==> src/rtl/leaf_stream_fifo.sv <==
`timescale 1ns/1ps
// -----------------------------------------------------------------------------
// leaf_stream_fifo
//   Elastic first-word-fall-through buffer placed in front of the MyLeaf
//   pass-through stage. Words arrive on a valid/ready handshake, are held in
//   a DEPTH-entry circular store, and leave in arrival order on out_bits,
//   which drives the leaf's 'inn' input.
//
// Ports
//   clock      : single clock, all state changes on its rising edge
//   reset      : asynchronous assert, active-low (0 = in reset)
//   in_valid   : producer offers in_bits
//   in_ready   : buffer can take a word this cycle (depends on state only)
//   in_bits    : write data, WIDTH bits
//   out_valid  : out_bits holds the oldest stored word
//   out_ready  : consumer takes out_bits this cycle
//   out_bits   : oldest stored word (zero while empty), WIDTH bits
//   count      : number of words currently stored
// -----------------------------------------------------------------------------
module leaf_stream_fifo #(
    parameter int WIDTH = 3,
    parameter int DEPTH = 4
) (
    input  logic                         clock,
    input  logic                         reset,
    input  logic                         in_valid,
    output logic                         in_ready,
    input  logic [WIDTH-1:0]             in_bits,
    output logic                         out_valid,
    input  logic                         out_ready,
    output logic [WIDTH-1:0]             out_bits,
    output logic [$clog2(DEPTH+1)-1:0]   count
);

    localparam int AW = $clog2(DEPTH);
    localparam int CW = $clog2(DEPTH + 1);

    localparam logic [CW-1:0] CNT_ZERO = CW'(0);
    localparam logic [CW-1:0] CNT_ONE  = CW'(1);
    localparam logic [CW-1:0] CNT_FULL = CW'(DEPTH);
    localparam logic [AW-1:0] PTR_ZERO = AW'(0);
    localparam logic [AW-1:0] PTR_ONE  = AW'(1);

    // Pointer arithmetic relies on natural wrap, so DEPTH must be a power of two.
    if ((DEPTH < 2) || ((DEPTH & (DEPTH - 1)) != 0)) begin : g_bad_depth
        $error("leaf_stream_fifo: DEPTH must be a power of two and at least 2");
    end

    // Storage (intentionally not reset) and state registers.
    logic [WIDTH-1:0] mem_r [DEPTH];
    logic [AW-1:0]    wr_ptr_r;
    logic [AW-1:0]    rd_ptr_r;
    logic [CW-1:0]    count_r;
    logic             in_ready_r;
    logic             out_valid_r;

    // Next-state values.
    logic             push_s;
    logic             pop_s;
    logic [AW-1:0]    wr_ptr_nxt_s;
    logic [AW-1:0]    rd_ptr_nxt_s;
    logic [CW-1:0]    count_nxt_s;
    logic             in_ready_nxt_s;
    logic             out_valid_nxt_s;
    logic [WIDTH-1:0] out_bits_s;

    // Handshake qualification and next-state computation.
    always_comb begin
        push_s          = in_valid & in_ready_r;
        pop_s           = out_valid_r & out_ready;
        wr_ptr_nxt_s    = wr_ptr_r;
        rd_ptr_nxt_s    = rd_ptr_r;
        count_nxt_s     = count_r;

        if (push_s) begin
            wr_ptr_nxt_s = wr_ptr_r + PTR_ONE;
        end else begin
            wr_ptr_nxt_s = wr_ptr_r;
        end

        if (pop_s) begin
            rd_ptr_nxt_s = rd_ptr_r + PTR_ONE;
        end else begin
            rd_ptr_nxt_s = rd_ptr_r;
        end

        // Push and pop together leave the occupancy unchanged.
        case ({push_s, pop_s})
            2'b10:   count_nxt_s = count_r + CNT_ONE;
            2'b01:   count_nxt_s = count_r - CNT_ONE;
            default: count_nxt_s = count_r;
        endcase

        // Flags are precomputed from the next occupancy so they can be
        // registered while still reflecting the count after this edge.
        in_ready_nxt_s  = (count_nxt_s != CNT_FULL);
        out_valid_nxt_s = (count_nxt_s != CNT_ZERO);
    end

    // Pointer, occupancy and flag registers; reset empties the buffer at once.
    always_ff @(posedge clock or negedge reset) begin
        if (!reset) begin
            wr_ptr_r    <= PTR_ZERO;
            rd_ptr_r    <= PTR_ZERO;
            count_r     <= CNT_ZERO;
            in_ready_r  <= 1'b1;
            out_valid_r <= 1'b0;
        end else begin
            wr_ptr_r    <= wr_ptr_nxt_s;
            rd_ptr_r    <= rd_ptr_nxt_s;
            count_r     <= count_nxt_s;
            in_ready_r  <= in_ready_nxt_s;
            out_valid_r <= out_valid_nxt_s;
        end
    end

    // Storage write; a full buffer never accepts, so no entry is overwritten.
    always_ff @(posedge clock) begin
        if (push_s) begin
            mem_r[wr_ptr_r] <= in_bits;
        end
    end

    // First-word-fall-through read, forced to zero while empty so the
    // unreset storage never shows on the output.
    always_comb begin
        out_bits_s = {WIDTH{1'b0}};
        if (out_valid_r) begin
            out_bits_s = mem_r[rd_ptr_r];
        end else begin
            out_bits_s = {WIDTH{1'b0}};
        end
    end

    assign in_ready  = in_ready_r;
    assign out_valid = out_valid_r;
    assign out_bits  = out_bits_s;
    assign count     = count_r;

endmodule

==> config.mk <==
export PLATFORM = sky130hd
export DESIGN_NAME = leaf_stream_fifo
export DESIGN_NICKNAME = d
export VERILOG_FILES = /design/src/rtl/leaf_stream_fifo.sv
export SDC_FILE = /design/constraint.sdc
export NUM_CORES = 1
export LEC_CHECK = 0
export ABC_AREA = 1
export CAP_MARGIN = 15
export CORE_ASPECT_RATIO = 0.6
export CORE_MARGIN = 2
export CORE_UTILIZATION = 35
export DETAILED_ROUTE_END_ITERATION = 12
export PLACE_DENSITY = 0.61
export SLEW_MARGIN = 10
export SYNTH_ARGS = -nofsm -noshare
export SYNTH_HDL_FRONTEND = slang
export SYNTH_SLANG_ARGS = --single-unit
==> constraint.sdc <==
create_clock -name clock -period 5.3 [get_ports clock]
set_clock_uncertainty 0.2 [all_clocks]
set_input_delay 1.06 -clock clock [delete_from_list [all_inputs] [get_ports clock]]
set_output_delay 1.06 -clock clock [all_outputs]
set_load 0.02 [all_outputs]
==> impl_metrics.ini, run 1 <==
[clock_network]
cts_hold_buf = 0
cts_max_level = 1
cts_resized = 0
cts.clk_slew.worst_paths_ns = 0.08
insertion_delay_ns = 0.26
cts_tree = done
clk_path_buf_depth = 2
cts_root_buf = clkbuf_8
cts.sinks = 21
postCtsSetupRepairBufs = 0
cts_buffers = 3

[global_route]
grt_start_max_net_pins = 13
grt_pass1_wl_mm = 3.022
grt_usage_pct = 12.48
gr-total-overflow = 0
grt_pass1_vias = 639
antenna_found_initial = 0

[final_layout]
final_nets = 135
drive_gt1_share_pct = 14.05
antenna_cells = 0
syn2layout_area_growth_pct = 21.95

[synth]
syn-num-nets = 117
yosysSeqAreaShare_pct = 56.57
yosys.cell_types.count = 21
syn-cell-area_um2 = 1037
syn_area_per_cell_um2 = 9.974
ys_ff_latch = 21
syn_inst = 104
yosys_warnings = 0

[place]
gp_congestion = 0.7832
dp_hpwl_mm = 1.363
place_ws_ns = 2.203
io_buffers = 14

[pwr]
seq_power_share_pct = 39.0
power.internal_w = 0.0004149
total_power_w = 0.0007004
p_per_area_nw_per_um2 = 553.7
pwr-share-clk_pct = 14.6
ir_drop_v = 0.0001670
p_comb_share_pct = 46.4
switchingPower_w = 0.0002855
p_leak_nw = 0.5887
p_sw_share_pct = 40.76

[timing]
period_needed_ns = 3.103
max_slew.worst_pin.slew_ns = 0.4191
hold_violations = 0
whs_ns = 0.3285
min_period_over_period_pct = 58.54
fin_setup_tns_ns = 0
slew_headroom_pct = 71.97
fmax_mhz = 322.3
rsz0062_at_grt = no
setup_viol = 0
drv_slew = 0
worst_slack_ns = 2.197

[critical_path]
worstSetupStartpointType = register
cp-end-kind = output port
crit_arrival_ns = 1.84
path_class = register to output port
required_ns = 4.04
critPathMaxFanout = 8

[flow_run]
cap_violations = 0

[route]
drcViolationCount = 0
wire_per_inst_um = 10.94
viasPerCell = 3.982
ant_nets = 0
drt_iter0_drc = 85
dr.pass1.iters = 4
wirelength_mm = 1.784
num_vias = 649

[floorplanning]
fp.dieH_um = 46.17
rows = 15
die_x_um = 74.28
io_pins = 15
core_area_um2 = 2853
dieArea_um2 = 3429
initial_core_util_pct = 36.36

[min_path]
hold_class = register to register

[status]
status = finished clean
[placed cells by master, fill, tap and decap left out, drive strengths merged]
cell type      instances
inv                   27
nand2                 25
clkdlybuf4s50         14
edfxtp                12
nor2                   9
dfrtp                  8
nand3                  8
ha                     5
a21oi                  4
clkbuf                 3
xor2                   2
nand4                  1
fa                     1
clkinv                 1
dfstp                  1
[final cells by class]
cell class	instances	area (µm²)
flip-flops and latches	21	586.8
clock buffers	3	41.29
repair buffers	14	140.1
inverters	27	106.4
fillers	292	1588
clock inverters	1	5.005
well taps	42	52.55
multi-input cells	55	332.8
[cell usage after synthesis (all sizes together)]
cell type   n  area share, %
inv        27             10
nand2      25             10
edfxtp     12             35
nor2        9            4.2
dfrtp       8             19
nand3       8            4.3
ha          5            6.0
a21oi       4            2.3
xor2        2            2.4
buf         1            1.1
dfstp       1            2.5
fa          1            1.9
nand4       1           0.60
[worst max-delay path, cell delays in order, from the launching register on]
cell and delay [ns]:
dfrtp_1 0.58, inv_6 0.09, nand2_1 0.08, nand3_1 0.09, a21oi_2 0.14, clkdlybuf4s50_1 0.61
[kinds of logic (layout without fill, tap and decap cells)]
| family | count (synthesis) | count (layout) | share of synthesized area, % |
|---|---|---|---|
| adders and majority gates | 6 | 6 | 7.961 |
| xor gates and xnor gates | 2 | 2 | 2.413 |
| buffers and inverters | 28 | 45 | 11.34 |
| and+or+nand+nor | 43 | 43 | 19.42 |
| DFF | 21 | 21 | 56.57 |
| AOI/OAI and AO/OA | 4 | 4 | 2.292 |
[routing by layer]
| layer | part of all wire (%) | track usage, % | up-vias | wire length, µm |
|---|---|---|---|---|
| met2 | 43 | 17.86 | 6 | 759 |
| met4 | 0 | 3.929 | 0 | 0 |
| met5 | 0 | 0 | - | 0 |
| met1 | 54 | 17.62 | 297 | 966 |
| met3 | 3.3 | 4.595 | 0 | 58 |
| li1 | - | - | 346 | - |
[through the flow]
stage          area [µm²]  cells  utilization, %
2_1_floorplan        1037    104               -
3_3_place_gp         1219    159           42.72
3_5_place_dp         1219    159           42.72
4_1_cts              1265    163           44.34
5_1_grt              1265    163           44.34
6_report             1265    163           44.34
[power groups by stage]
stage | Combinational, W | Sequential (W) | Clock, W
floorplan | 0.000213 | 0.000278 | 0
global placement | 0.000322 | 0.000276 | 0
detailed placement | 0.000326 | 0.000276 | 0
CTS | 0.000329 | 0.000273 | 0.000107
global route | 0.000367 | 0.000279 | 0.000114
finish | 0.000325 | 0.000273 | 0.000102
[final timing paths]
| kind | start | end | slack (ns) | cells after the start |
|---|---|---|---|---|
| setup / recovery | rd_ptr_r[0] | out_bits[0] | 2.20 | 5 |
| hold / removal | count[2] | out_valid | 0.33 | 2 |
| setup reg to reg | in_ready | out_valid | 3.24 | 7 |
| hold reg to reg | count[2] | out_valid | 0.33 | 2 |
| max in group asynchronous | reset | in_ready | 3.67 | 1 |
| min in group asynchronous | reset | out_valid | 0.90 | 1 |
[state kept, by name, indices dropped and copies added (netlist names)]
name       count
mem_r         12
count          3
rd_ptr_r       2
wr_ptr_r       2
in_ready       1
out_valid      1
Power figures use the tool's default switching activity.
==> run 2: changes to the inputs <==
--- a/config.mk
+++ b/config.mk
@@ -11,7 +11,7 @@
 export CORE_MARGIN = 2
 export CORE_UTILIZATION = 35
 export DETAILED_ROUTE_END_ITERATION = 12
-export PLACE_DENSITY = 0.61
+export PLACE_DENSITY = 0.64
 export SLEW_MARGIN = 10
 export SYNTH_ARGS = -nofsm -noshare
 export SYNTH_HDL_FRONTEND = slang
==> constraint.sdc (replaced) <==
create_clock -name clock -period 2.7 [get_ports clock]
set_clock_uncertainty 0.2 [all_clocks]
set_input_delay 0.54 -clock clock [delete_from_list [all_inputs] [get_ports clock]]
set_output_delay 0.54 -clock clock [all_outputs]
set_load 0.02 [all_outputs]
==> impl_metrics.ini, run 2 (synthesis gave the netlist of run 1 again) <==
[floorplanning]
rows = 15
io_pins = 15
core_area_um2 = 2853
die_x_um = 74.28
fp.dieH_um = 46.17
initial_core_util_pct = 36.36
dieArea_um2 = 3429

[pwr]
p_leak_nw = 0.5887
p_per_area_nw_per_um2 = 1082
total_power_w = 0.001368
ir_drop_v = 0.0003184

[clock_network]
cts_resized = 0
cts_root_buf = clkbuf_8
cts_tree = done
postCtsSetupRepairBufs = 0
clk_path_buf_depth = 2
cts.clk_slew.worst_paths_ns = 0.07
cts_buffers = 3
cts.sinks = 21
cts_hold_buf = 0
cts_max_level = 1
insertion_delay_ns = 0.25

[global_route]
antenna_found_initial = 0
grt_pass1_wl_mm = 3.001
grt_usage_pct = 11.97
gr-total-overflow = 0
grt_start_max_net_pins = 13
grt_pass1_vias = 676

[timing]
fin_setup_tns_ns = 0
slew_headroom_pct = 73.64
rsz0062_at_grt = no
min_period_over_period_pct = 94.90
worst_slack_ns = 0.1378
setup_viol = 0
drv_slew = 0
fmax_mhz = 390.3
hold_violations = 0
period_needed_ns = 2.562
max_slew.worst_pin.slew_ns = 0.3941

[route]
viasPerCell = 4.025
top_layer = met3
ant_nets = 0
wire_per_inst_um = 10.93
wirelength_mm = 1.781
drt_iter0_drc = 5
dr.pass1.iters = 4
num_vias = 656
met3WireLength_um = 19
wl_met1_um = 890
met2_length_um = 871
drcViolationCount = 0

[critical_path]
required_ns = 1.96
worstSetupStartpointType = register
slowest_stage = clkdlybuf4s50_1
cp-end-kind = output port
crit_arrival_ns = 1.82
cp_slowest_stage_delay_ns = 0.63
path_class = register to output port
critPathMaxFanout = 8
cp_cell_sequence = inv_6 -> nand2_2 -> nand3_1 -> a21oi_1 -> clkdlybuf4s50_1

[final_layout]
multi_input_area_um2 = 332.8
final_nets = 135
largest_reg_flops = 12
fin_util_pct = 44.34
final_area_um2 = 1265
syn2layout_area_growth_pct = 21.95
regMostFlops = mem_r
n_fill_cell = 273
final_common_cell = inv_1
seqCellArea_um2 = 586.8
drive_gt1_share_pct = 14.05
final_cell_mix = inv_1, nand2_1, clkdlybuf4s50_1, edfxtp_1, dfrtp_1
antenna_cells = 0

[place]
dp_hpwl_mm = 1.465
io_buffers = 14
place_ws_ns = 0.1431
gp_congestion = 0.8011
place_area_um2 = 1219

[status]
status = finished clean

[min_path]
hold_class = register to register

[flow_run]
cap_violations = 0
-- run 2: stage by stage --
step | instances | hold slack [ns]
floorplan | 104 | 0.04441
global route | 163 | 0.3898
finish | 163 | 0.3276
CTS | 163 | 0.3377
global placement | 159 | 0.3286
detailed placement | 159 | 0.3185
-- run 2: worst max-delay path, delay by kind of cell (launching register included) --
kind | cells | cell delay (ns)
buf+inv | 2 | 0.72
flops | 1 | 0.55
compound gates | 1 | 0.19
simple gates | 2 | 0.11
-- run 2: path summary, 6_finish.rpt --
kind	to	slack [ns]	cells past startpoint	from
worst max-delay path	out_bits[2]	0.14	5	rd_ptr_r[0]
worst min-delay path	out_valid	0.33	2	count[2]
worst max register to register	out_valid	0.62	7	in_ready
worst min register to register	out_valid	0.33	2	count[2]
max in group asynchronous	in_ready	1.61	1	reset
min in group asynchronous	count[1]	0.37	1	reset
-- run 2: report_power, final --
| group | switching (W) | leakage (nW) | internal (W) | total [W] |
|---|---|---|---|---|
| sequential | 0.0000917 | 0.213 | 0.000444 | 0.000536 |
| combinational | 0.000366 | 0.351 | 0.000271 | 0.000636 |
| clock | 0.0000933 | 0.0255 | 0.000103 | 0.000196 |
| total | 0.000551 | 0.589 | 0.000817 | 0.00137 |
-- run 2: per-layer routing --
layer / up-vias / GRT usage [%]
met5: - / 0
met4: 0 / 3.214
met3: 0 / 2.626
met2: 3 / 21.07
met1: 306 / 15.25
li1: 347 / -
-- run 2: final cells by class --
type	instances	share of cell area, %
clock inverters	1	0.3956
multi-input cells	55	26.31
flip-flops and latches	21	46.39
well taps	42	4.154
inverters	27	8.408
repair buffers	14	11.08
clock buffers	3	3.264
==> run 3: changes to the inputs <==
--- a/config.mk
+++ b/config.mk
@@ -5,7 +5,8 @@
 export SDC_FILE = /design/constraint.sdc
 export NUM_CORES = 1
 export LEC_CHECK = 0
-export ABC_AREA = 1
+export ABC_AREA = 0
+export ABC_CLOCK_PERIOD_IN_PS = 2700
 export CAP_MARGIN = 15
 export CORE_ASPECT_RATIO = 0.6
 export CORE_MARGIN = 2
==> impl_metrics.ini, run 3 <==
[status]
status = finished clean

[timing]
slew_headroom_pct = 72.79
period_needed_ns = 2.629
whs_ns = 0.3268
max_slew.worst_pin.slew_ns = 0.4068
hold_violations = 0
fin_setup_tns_ns = 0
drv_slew = 0
setup_viol = 0
worst_slack_ns = 0.07070
fmax_mhz = 380.3
rsz0062_at_grt = no
min_period_over_period_pct = 97.38

[floorplanning]
io_pins = 15
core_area_um2 = 2522
initial_core_util_pct = 37.35
fp.dieH_um = 44.19
dieArea_um2 = 3137
rows = 14
die_x_um = 70.98

[global_route]
grt_start_max_net_pins = 13
grt_usage_pct = 10.61
grt_pass1_wl_mm = 2.346
antenna_found_initial = 0
grt_pass1_vias = 458
gr-total-overflow = 0

[synth]
synth_area_leader_cell = edfxtp_1
yosysSeqAreaShare_pct = 62.28
synth.most_common_cell = edfxtp_1
syn-cell-area_um2 = 942.2
synth_area_leaders = edfxtp_1, dfrtp_1, mux4_2
synth_flop_cell = edfxtp_1
synth_common_cells = edfxtp_1, dfrtp_1, xnor2_1, ha_1
async_flop_share_pct = 42.86
syn_inst = 59
syn-num-nets = 72
yosys.cell_types.count = 17
synth_edf_count = 12
yosys_warnings = 0
ys_ff_latch = 21
syn_area_per_cell_um2 = 15.97
yosysTopAreaCellShare_pct = 38.25

[clock_network]
cts_tree = done
cts_root_buf = clkbuf_8
cts.sinks = 21
insertion_delay_ns = 0.26
cts_buffers = 3
clk_path_buf_depth = 2
cts.clk_slew.worst_paths_ns = 0.07
cts_max_level = 1
cts_hold_buf = 0

[pwr]
p_per_area_nw_per_um2 = 1127
p_leak_nw = 0.4540
ir_drop_v = 0.0004509

[critical_path]
path_class = register to output port
ff2ff_path_depth = 6
critPathMaxFanout = 4
required_ns = 1.96
r2r_end = out_valid
worstSetupStartpointType = register
crit_arrival_ns = 1.89
rrSetupSlack_ns = 0.56
cp-end-kind = output port
crit-reg2reg-launch = in_ready

[final_layout]
final_cell_mix = clkdlybuf4s50_1, edfxtp_1, xnor2_1, dfrtp_1, ha_1
multi_input_area_um2 = 332.8
drive_gt1_share_pct = 16.67
final_area_um2 = 1174
fin_util_pct = 46.53
seqCellArea_um2 = 588.1
largest_reg_flops = 12
regMostFlops = mem_r
antenna_cells = 0
n_fill_cell = 244
final_common_cell = clkdlybuf4s50_1
final_nets = 92
syn2layout_area_growth_pct = 24.57

[min_path]
holdPathStages = 1
worstHoldStart = count[2]
hold_class = register to register
hold_end = in_ready

[route]
drcViolationCount = 0
drt_iter0_drc = 15
ant_nets = 0
wirelength_mm = 1.492
num_vias = 514
dr.pass1.iters = 3
wire_per_inst_um = 13.56
viasPerCell = 4.673

[flow_run]
cap_violations = 0

[place]
dp_hpwl_mm = 1.197
io_buffers = 14
gp_congestion = 0.7728
place_area_um2 = 1119
place_ws_ns = 0.03975
==> run 3: changes by cell type after synthesis, moves of 4 or more <==
cell     delta
and2_1      +4
xnor2_1     +7
nand2_2     -5
and3_1      +4
nor2_1      -5
nand2_1    -18
inv_1      -22
nand3_1     -7
==> run 3: final cells by class <==
| cell class | count | area share, % |
|---|---|---|
| Timing Repair Buffer | 16 | 13.22 |
| Multi-Input combinational cell | 34 | 28.36 |
| Tap cell | 32 | 3.412 |
| Inverter | 3 | 0.9595 |
| Sequential cell | 21 | 50.11 |
| Clock inverter | 1 | 0.4264 |
| Clock buffer | 3 | 3.518 |
==> run 3: report_power, final <==
group          leakage (nW)  internal (W)  switching [W]
clock                0.0255      0.000103      0.0000977
sequential            0.211      0.000447      0.0000979
combinational         0.218      0.000321       0.000257
==> run 3: metrics by stage <==
step	power, W	cells
finish	0.001323	110
global route	0.001408	110
CTS	0.001328	109
detailed placement	0.001125	105
global placement	0.001111	105
floorplan	0.0009273	59
==> run 3: worst max-delay path: stages (launching register included) <==
cell             delay, ns
dfrtp_2               0.43
mux4_2                0.50
and2_1                0.16
clkdlybuf4s50_1       0.54
==> run 3: repair_timing <==
item | 4_1_cts | 5_1_grt
setup endpoints to repair | 3 | 3
gates resized for setup | 1 | 0
pin swaps | 0 | 0
setup buffers | 0 | 1
==> run 3: worst max path at each step <==
stage                            from          end
after floorplan              in_ready    out_valid
after global placement       in_valid    out_valid
after detailed placement     in_valid    out_valid
after CTS                 rd_ptr_r[0]  out_bits[2]
after global routing      rd_ptr_r[0]  out_bits[0]
final                     rd_ptr_r[0]  out_bits[2]
==> run 3: cells by family (layout without fill, tap and decap cells) <==
logic type      after synthesis  after routing  synth area share (%)
buf+inv                       4             23                 2.390
fa+ha+maj                     6              6                 8.765
xor+xnor                      8              8                 7.437
mux                           5              5                 9.561
simple gates                 13             13                 7.703
flops                        21             21                 62.28
compound gates                2              2                 1.860
==> run 3: layer usage <==
| layer | GRT usage, % | share of wire (%) |
|---|---|---|
| met5 | 0 | 0 |
| met4 | 4.528 | 1.4 |
| met3 | 4.100 | 3.9 |
| met2 | 12.90 | 42 |
| met1 | 16.37 | 53 |
